`src/rtl/ps2_pkg.sv`:
```
// Shared PS/2 constants: host-transmitter state encoding, common command bytes
// and the odd-parity helper.
package ps2_pkg;

  localparam logic [2:0] ST_IDLE    = 3'd0;
  localparam logic [2:0] ST_INHIBIT = 3'd1;
  localparam logic [2:0] ST_START   = 3'd2;
  localparam logic [2:0] ST_SEND    = 3'd3;
  localparam logic [2:0] ST_DONE    = 3'd4;

  localparam logic [7:0] PS2_CMD_SET_LEDS = 8'hED;
  localparam logic [7:0] PS2_CMD_ENABLE   = 8'hF4;
  localparam logic [7:0] PS2_CMD_RESET    = 8'hFF;
  localparam logic [7:0] PS2_RELEASE      = 8'hF0;

  localparam int FILTER_LEN = 8;

  function automatic logic odd_parity(input logic [7:0] d);
    return ~^d;
  endfunction

endpackage

```
`src/rtl/ps2_host_tx_if.sv`:
```
// Command handshake between the keyboard controller (master) and the
// PS/2 host transmitter (slave).
interface ps2_host_tx_if;

  logic [7:0] tx_data;
  logic       tx_valid;
  logic       tx_busy;
  logic       tx_done;
  logic       tx_error;

  modport master (output tx_data, output tx_valid,
                  input tx_busy, input tx_done, input tx_error);
  modport slave  (input tx_data, input tx_valid,
                  output tx_busy, output tx_done, output tx_error);

endinterface

```
`src/rtl/ps2_fall_detect.sv`:
```
// PS/2 clock falling-edge detector: FILTER_LEN-sample shift register that also
// acts as the synchronizer; one pulse per clean high-to-low transition.
module ps2_fall_detect
  import ps2_pkg::*;
(
  input  logic clk,
  input  logic reset,
  input  logic line,
  output logic fall
);

  logic [FILTER_LEN-1:0] samples_r;

  // Shift in one raw line sample per clock, newest in bit 0.
  always_ff @(posedge clk) begin
    if (reset) begin
      samples_r <= {FILTER_LEN{1'b0}};
    end else begin
      samples_r <= {samples_r[FILTER_LEN-2:0], line};
    end
  end

  // Four old highs followed by four new lows can only match once per edge.
  assign fall = (samples_r[7:4] == 4'hF) && (samples_r[3:0] == 4'h0);

endmodule

```
`src/rtl/ps2_host_tx.sv`:
```
// PS/2 host-to-device command transmitter (inhibit, start, 8 data, parity,
// stop, ACK). Optional watchdog enabled by defining PS2_TX_TIMEOUT_EN.
module ps2_host_tx
  import ps2_pkg::*;
#(
  parameter int INHIBIT_CYCLES = 5000,
  parameter int TIMEOUT_CYCLES = 750000,
  parameter int CNT_W          = 20
) (
  input  logic         clk,
  input  logic         reset,
  ps2_host_tx_if.slave bus,
  input  logic         ps2clk,
  input  logic         ps2data,
  output logic         ps2clk_oe,
  output logic         ps2data_oe
);

  localparam logic [CNT_W-1:0] INHIBIT_LAST = CNT_W'(INHIBIT_CYCLES - 1);
  localparam logic [CNT_W-1:0] TIMEOUT_LAST = CNT_W'(TIMEOUT_CYCLES - 1);

  logic [2:0]       state_r;
  logic [CNT_W-1:0] cyc_r;
  logic [3:0]       cnt_r;
  logic [7:0]       data_r;
  logic             parity_r;
  logic [1:0]       data_sync_r;
  logic             clk_oe_r;
  logic             data_oe_r;
  logic             busy_r;
  logic             done_r;
  logic             error_r;
  logic             fall_s;
  logic             timeout_s;

  ps2_fall_detect u_fall (
    .clk   (clk),
    .reset (reset),
    .line  (ps2clk),
    .fall  (fall_s)
  );

`ifdef PS2_TX_TIMEOUT_EN
  assign timeout_s = (cyc_r == TIMEOUT_LAST);
`else
  assign timeout_s = 1'b0;
`endif

  // Transfer sequencer; every output is driven straight from a register.
  always_ff @(posedge clk) begin
    if (reset) begin
      state_r     <= ST_IDLE;
      cyc_r       <= {CNT_W{1'b0}};
      cnt_r       <= 4'd0;
      data_r      <= 8'h00;
      parity_r    <= 1'b0;
      data_sync_r <= 2'b00;
      clk_oe_r    <= 1'b0;
      data_oe_r   <= 1'b0;
      busy_r      <= 1'b0;
      done_r      <= 1'b0;
      error_r     <= 1'b0;
    end else begin
      done_r      <= 1'b0;
      data_sync_r <= {data_sync_r[0], ps2data};
      case (state_r)
        ST_IDLE: begin
          if (bus.tx_valid) begin
            data_r   <= bus.tx_data;
            parity_r <= odd_parity(bus.tx_data);
            error_r  <= 1'b0;
            busy_r   <= 1'b1;
            clk_oe_r <= 1'b1;
            cyc_r    <= {CNT_W{1'b0}};
            state_r  <= ST_INHIBIT;
          end
        end
        ST_INHIBIT: begin
          if (cyc_r == INHIBIT_LAST) begin
            clk_oe_r  <= 1'b0;
            data_oe_r <= 1'b1;
            cyc_r     <= {CNT_W{1'b0}};
            state_r   <= ST_START;
          end else begin
            cyc_r <= cyc_r + CNT_W'(1);
          end
        end
        ST_START, ST_SEND: begin
          if (timeout_s) begin
            clk_oe_r  <= 1'b0;
            data_oe_r <= 1'b0;
            error_r   <= 1'b1;
            done_r    <= 1'b1;
            state_r   <= ST_DONE;
          end else if (fall_s && (state_r == ST_SEND)) begin
            cyc_r <= {CNT_W{1'b0}};
            cnt_r <= cnt_r + 4'd1;
            case (cnt_r)
              4'd0, 4'd1, 4'd2, 4'd3,
              4'd4, 4'd5, 4'd6, 4'd7: data_oe_r <= ~data_r[cnt_r[2:0]];
              4'd8:  data_oe_r <= ~parity_r;
              4'd10: begin
                data_oe_r <= 1'b0;
                error_r   <= data_sync_r[1];
                done_r    <= 1'b1;
                state_r   <= ST_DONE;
              end
              default: data_oe_r <= 1'b0;
            endcase
          end else begin
            // Saturate so a silent device never wraps the counter.
            if (cyc_r != TIMEOUT_LAST) begin
              cyc_r <= cyc_r + CNT_W'(1);
            end
            if (state_r == ST_START) begin
              cnt_r   <= 4'd0;
              state_r <= ST_SEND;
            end
          end
        end
        ST_DONE: begin
          busy_r  <= 1'b0;
          state_r <= ST_IDLE;
        end
        default: begin
          clk_oe_r  <= 1'b0;
          data_oe_r <= 1'b0;
          busy_r    <= 1'b0;
          state_r   <= ST_IDLE;
        end
      endcase
    end
  end

  assign ps2clk_oe    = clk_oe_r;
  assign ps2data_oe   = data_oe_r;
  assign bus.tx_busy  = busy_r;
  assign bus.tx_done  = done_r;
  assign bus.tx_error = error_r;

endmodule
```
`src/flat_wrapper.sv`:
```
// flat-port wrapper written by rule: the top's interface ports become plain ports
module ps2_host_tx_flat import ps2_pkg::*;
#(
  parameter int INHIBIT_CYCLES = 5000,
  parameter int TIMEOUT_CYCLES = 750000,
  parameter int CNT_W          = 20
)
  (clk, reset, ps2clk, ps2data, ps2clk_oe, ps2data_oe, bus_tx_data, bus_tx_valid, bus_tx_busy, bus_tx_done, bus_tx_error);
  ps2_host_tx_if bus_i ();
  input  logic clk;
  input  logic reset;
  input  logic ps2clk;
  input  logic ps2data;
  output logic ps2clk_oe;
  output logic ps2data_oe;
  input wire logic [$bits(bus_i.tx_data)-1:0] bus_tx_data;
  input wire logic [$bits(bus_i.tx_valid)-1:0] bus_tx_valid;
  output wire logic [$bits(bus_i.tx_busy)-1:0] bus_tx_busy;
  output wire logic [$bits(bus_i.tx_done)-1:0] bus_tx_done;
  output wire logic [$bits(bus_i.tx_error)-1:0] bus_tx_error;
  assign bus_i.tx_data = bus_tx_data;
  assign bus_i.tx_valid = bus_tx_valid;
  assign bus_tx_busy = bus_i.tx_busy;
  assign bus_tx_done = bus_i.tx_done;
  assign bus_tx_error = bus_i.tx_error;
  ps2_host_tx #(.INHIBIT_CYCLES(INHIBIT_CYCLES), .TIMEOUT_CYCLES(TIMEOUT_CYCLES), .CNT_W(CNT_W)) u_core (.clk(clk), .reset(reset), .bus(bus_i), .ps2clk(ps2clk), .ps2data(ps2data), .ps2clk_oe(ps2clk_oe), .ps2data_oe(ps2data_oe));
endmodule
```
`config.mk`:
```
export PLATFORM = sky130hd
export DESIGN_NAME = ps2_host_tx_flat
export DESIGN_NICKNAME = d
export VERILOG_FILES = /design/src/rtl/ps2_pkg.sv /design/src/rtl/ps2_host_tx_if.sv /design/src/rtl/ps2_fall_detect.sv /design/src/rtl/ps2_host_tx.sv /design/src/flat_wrapper.sv
export SDC_FILE = /design/constraint.sdc
export NUM_CORES = 1
export LEC_CHECK = 0
export ABC_CLOCK_PERIOD_IN_PS = 2900
export CAP_MARGIN = 20
export CORE_MARGIN = 1.5
export CORE_UTILIZATION = 58
export DETAILED_ROUTE_END_ITERATION = 10
export GPL_ROUTABILITY_DRIVEN = 0
export PLACE_DENSITY = 0.79
export SLEW_MARGIN = 20
export SYNTH_ARGS = -nofsm -noshare
export SYNTH_HDL_FRONTEND = slang
export SYNTH_HIERARCHICAL = 1
export SYNTH_SLANG_ARGS = --single-unit
```
`constraint.sdc`:
```
create_clock -name clk -period 2.9 [get_ports clk]
set_clock_uncertainty 0.05 [all_clocks]
set_input_delay 0.29 -clock clk [delete_from_list [all_inputs] [get_ports clk]]
set_output_delay 0.29 -clock clk [all_outputs]
set_load 0.02 [all_outputs]
```
==> impl.org <==
** Yosys
- Synthesis produced 282 cells.
- The number of different library cells used by synthesis comes to 50.
- Among all cell types in the netlist, the one instantiated most often is dfxtp_1.
- Share of flip-flops with an asynchronous set or reset after synthesis :: 0%
- In this run the cell area of the synthesized design comes to 0.002476 mm^2.
- Dominant cell type by area after synthesis :: dfxtp_1
- Counting flops and latches in the post-synthesis netlist gives 51.
- Net count after synthesis :: 300
- The Yosys step of the flow raised 6 warnings.
- The most used flip-flop cell after synthesis is dfxtp_1.
- The synthesized design contains 0 enable-type register cells.
- Most frequent cells after synthesis :: 51 x dfxtp_1, 32 x nand2_1, 23 x nor2_1
- Top post-synthesis cells by area :: dfxtp_1 41%, nand2_1 4.9%, nor2b_1 4.0%
- Proportion of synthesized chip area in sequential cells :: 41.23%
- Each instance of the synthesized netlist takes up on average 8.781 um^2.
- Share of the synthesized area in the top cell type :: 41.23%

** Pwr
- Overall power after layout :: 1.284 mW
- In this run the static leakage power is 0.9727 nW.
- Worst supply voltage drop on vdd :: 0.4075 mV
- Dividing total power by cell area gives a power density of 459.5 mW/mm^2.
- In this run switching power makes up 25.67% of total power.
- For this design the total switching power over the nets is 0.3296 mW.
- Seq pwr share :: 56.9%
- Combinational cells account for 9.5% of the total power.
- Cell internal power was estimated by the tool at 0.9542 mW.
- Clk pwr share :: 33.6%

** Finish
- Diode insertion count for antenna repair :: 0
- Share of final-layout standard cells stronger than drive strength 1 :: 6.000%
- Design Area, Final :: 0.002794 mm^2
- Area added between synthesis and finish :: 12.83%
- The final layout contains 317 nets.
- After the flow finishes, the layout carries non-filler instances totaling 350.
- At the end of the flow the core is filled with cells to 68.86%.

** Detailed routing
- Number of detailed-route iterations in the first pass :: 5
- For this run, design rule violations remaining after detail routing come to 0.
- Number of violations reported at the end of detailed-routing iteration 0 :: 127
- Vias per std cell :: 5.860
- Via count :: 2051
- Total Wirelength :: 5144 um
- Residual antenna-violating net count after detailed routing :: 0
- Wirelength per Cell :: 14.70 um

** Status
- Outcome :: complete, no violations

** Worst setup path
- The worst register-to-register path ends at u_core/cyc_r[18]$_SDFFE_PP0P_.
- Along the worst path, the maximum fanout reaches 16.
- Arrival time reported for the critical path endpoint :: 2.46 ns
- Path type of the worst setup path :: reg2reg
- STA classifies the critical path startpoint as a flip-flop.
- Flop-to-flop setup slack :: 0.61 ns
- The most critical setup path has its startpoint at u_core/cyc_r[8]$_SDFFE_PP0P_.
- Worst R2R Start :: u_core/cyc_r[8]$_SDFFE_PP0P_
- STA classifies the critical path endpoint as a flip-flop.
- Data required time of the critical path :: 3.08 ns
- Endpoint of the worst setup timing path :: u_core/cyc_r[18]$_SDFFE_PP0P_
- Depth of the worst register-to-register path :: 6

** Placement
- Port buffering added 17 buffers.
- At the placement stage, the worst setup path has a slack of 0.6348 ns.
- Number of cells in the design after placement :: 342
- Summing all placed instances gives a cell area of 0.002699 mm^2.
- Detailed placement HPWL :: 3618 um

** Timing
- Relative slew slack :: 47.63%
- Final sum of negative setup slack :: 0 ns
- Setup repair after global routing left no endpoint under its margin.
- Worst hold slack across all endpoints :: 0.4083 ns
- Shortest clock period the worst path allows after layout :: 2.287 ns
- Number of endpoints with negative hold slack in the final report :: 0
- Setup violators final :: 0
- Max-slew violation total from the final report :: 0
- For the pin with the worst max-slew slack, the measured transition is 0.7796 ns.
- In the post-route analysis, the smallest setup slack over all paths is 0.6134 ns.
- The final critical path takes up 78.85% of the cycle.
- Derived from the worst setup path, the maximum achievable clock frequency is 437.3 MHz.

** Clock network
- Clock-pin slew was measured on the worst setup and hold paths at 0.10 ns.
- The tree is rooted in a clkbuf_8.
- Buffers inserted to repair hold after CTS numbered 0.
- Resized Gates After CTS :: 0
- The clock passes through at most 2 buffers.
- Setup bufs post-CTS :: 0
- Clock latency on the worst-skew pair, taken at its later pin, is 0.31 ns.
- CTS built an H-tree with a depth of 2.
- Inserted Clock Buffers :: 5
- Clock tree from TritonCTS :: done
- CTS sink cnt :: 51

** GRT
- Entering global routing, the biggest net connects 20 pins.
- Initial antenna violation count :: 0
- Vias in the first global route :: 1780
- GRT Util Overall :: 23.71%
- First-pass GRT wire length :: 8211 um
- After global routing the overflow that remains totals 0.

** Min path
- Min-Delay Path Class :: reg2reg

** Die
- The die covers 0.004670 mm^2.
- The initialized floorplan defines 23 standard-cell rows.
- The initial utilization of the core area, before any placement, comes to 61.02%.
- Number of primary I/O pins :: 18
- Die Span X :: 68.34 um
- In this run the vertical extent of the chip is 68.34 um.
- After floorplanning, the core was sized to cover 0.004058 mm^2.

** Run
- The tool flagged a number of max-cap violations equal to 0.
-- critical path: stages (launching register included) --
cell      delay (ns)
dfxtp_1         0.43
nor4bb_1        0.55
nand4_1         0.37
o21ai_1         0.31
o21bai_1        0.09
buf_4           0.21
a311oi_1        0.20
-- power groups by stage --
stage | Sequential (mW) | Clock, mW | Combinational [mW]
3_5_place_dp | 0.747 | 0 | 0.120
3_3_place_gp | 0.747 | 0 | 0.118
5_1_grt | 0.733 | 0.464 | 0.132
2_1_floorplan | 0.745 | 0 | 0.0728
4_1_cts | 0.731 | 0.441 | 0.121
6_report | 0.731 | 0.432 | 0.121
-- state kept, by name, summed over array words and instances, names as in the netlist --
| signal | flops |
|---|---|
| u_core/u_fall/samples_r | 8 |
| u_core/cyc_r | 20 |
| u_core/state_r | 3 |
| u_core/parity_r | 1 |
| u_core/cnt_r | 4 |
| u_core/data_sync_r | 2 |
| u_core/data_r | 8 |
| u_core/bus.tx_busy | 1 |
| u_core/bus.tx_done | 1 |
| u_core/bus.tx_error | 1 |
| u_core/ps2data_oe | 1 |
| u_core/ps2clk_oe | 1 |
-- worst min-delay path by stage --
stage / start / to / cells past startpoint
2_1_floorplan: reset / u_core/u_fall/samples_r[0]$_SDFF_PP0_ / 1
3_3_place_gp: u_core/data_sync_r[0]$_SDFF_PP0_ / u_core/data_sync_r[1]$_SDFF_PP0_ / 1
3_5_place_dp: u_core/data_sync_r[0]$_SDFF_PP0_ / u_core/data_sync_r[1]$_SDFF_PP0_ / 1
4_1_cts: u_core/data_r[4]$_SDFFE_PP0P_ / u_core/data_r[4]$_SDFFE_PP0P_ / 2
5_1_grt: u_core/parity_r$_SDFFE_PP0P_ / u_core/parity_r$_SDFFE_PP0P_ / 2
6_report: u_core/parity_r$_SDFFE_PP0P_ / u_core/parity_r$_SDFFE_PP0P_ / 2
-- placed cells by master (no fill, tap or decap), types with 3 or more instances in the layout --
cell | netlist | final
clkbuf_8 | 0 | 5
nor3_1 | 7 | 7
nor2_1 | 23 | 23
xor2_1 | 9 | 9
nand2_1 | 32 | 32
a21oi_1 | 18 | 18
a22oi_1 | 5 | 5
nor4_1 | 3 | 3
ha_1 | 5 | 5
nor2b_1 | 16 | 16
o21ai_0 | 6 | 6
clkdlybuf4s50_1 | 0 | 17
nand3_1 | 12 | 12
nand4_1 | 10 | 10
and4_1 | 5 | 5
and3_1 | 4 | 4
o21a_1 | 3 | 3
nand2b_1 | 3 | 3
dfxtp_1 | 51 | 51
a311oi_1 | 3 | 3
o211ai_1 | 4 | 4
inv_1 | 6 | 6
xnor2_1 | 11 | 11
buf_4 | 0 | 5
-- area by class of cell --
class / count / area, um^2
clock inverter: 3 / 26.28
multi-input combinational: 212 / 1368
timing repair buffer: 22 / 207.7
sequential: 51 / 1021
fill: 317 / 1264
tap: 50 / 62.56
inverter: 7 / 40.04
clock buffer: 5 / 68.82
-- kinds of logic after synthesis --
group | share of synthesized area [%]
and+or+nand+nor | 28.65
AOI/OAI and AO/OA | 14.00
DFF | 41.23
xor gates and xnor gates | 7.074
buffers and inverters | 3.537
adders and majority gates | 2.527
muxes | 2.981
-- metal layers --
metal  vias up  track usage, %  part of all wire (%)
met5         -               0                     0
li1       1044               -                     -
met1       936           33.94                    50
met4         0           9.000                   1.4
met3         7           5.428                   5.0
met2        64           34.47                    43
(Power assumes the default switching activity.)
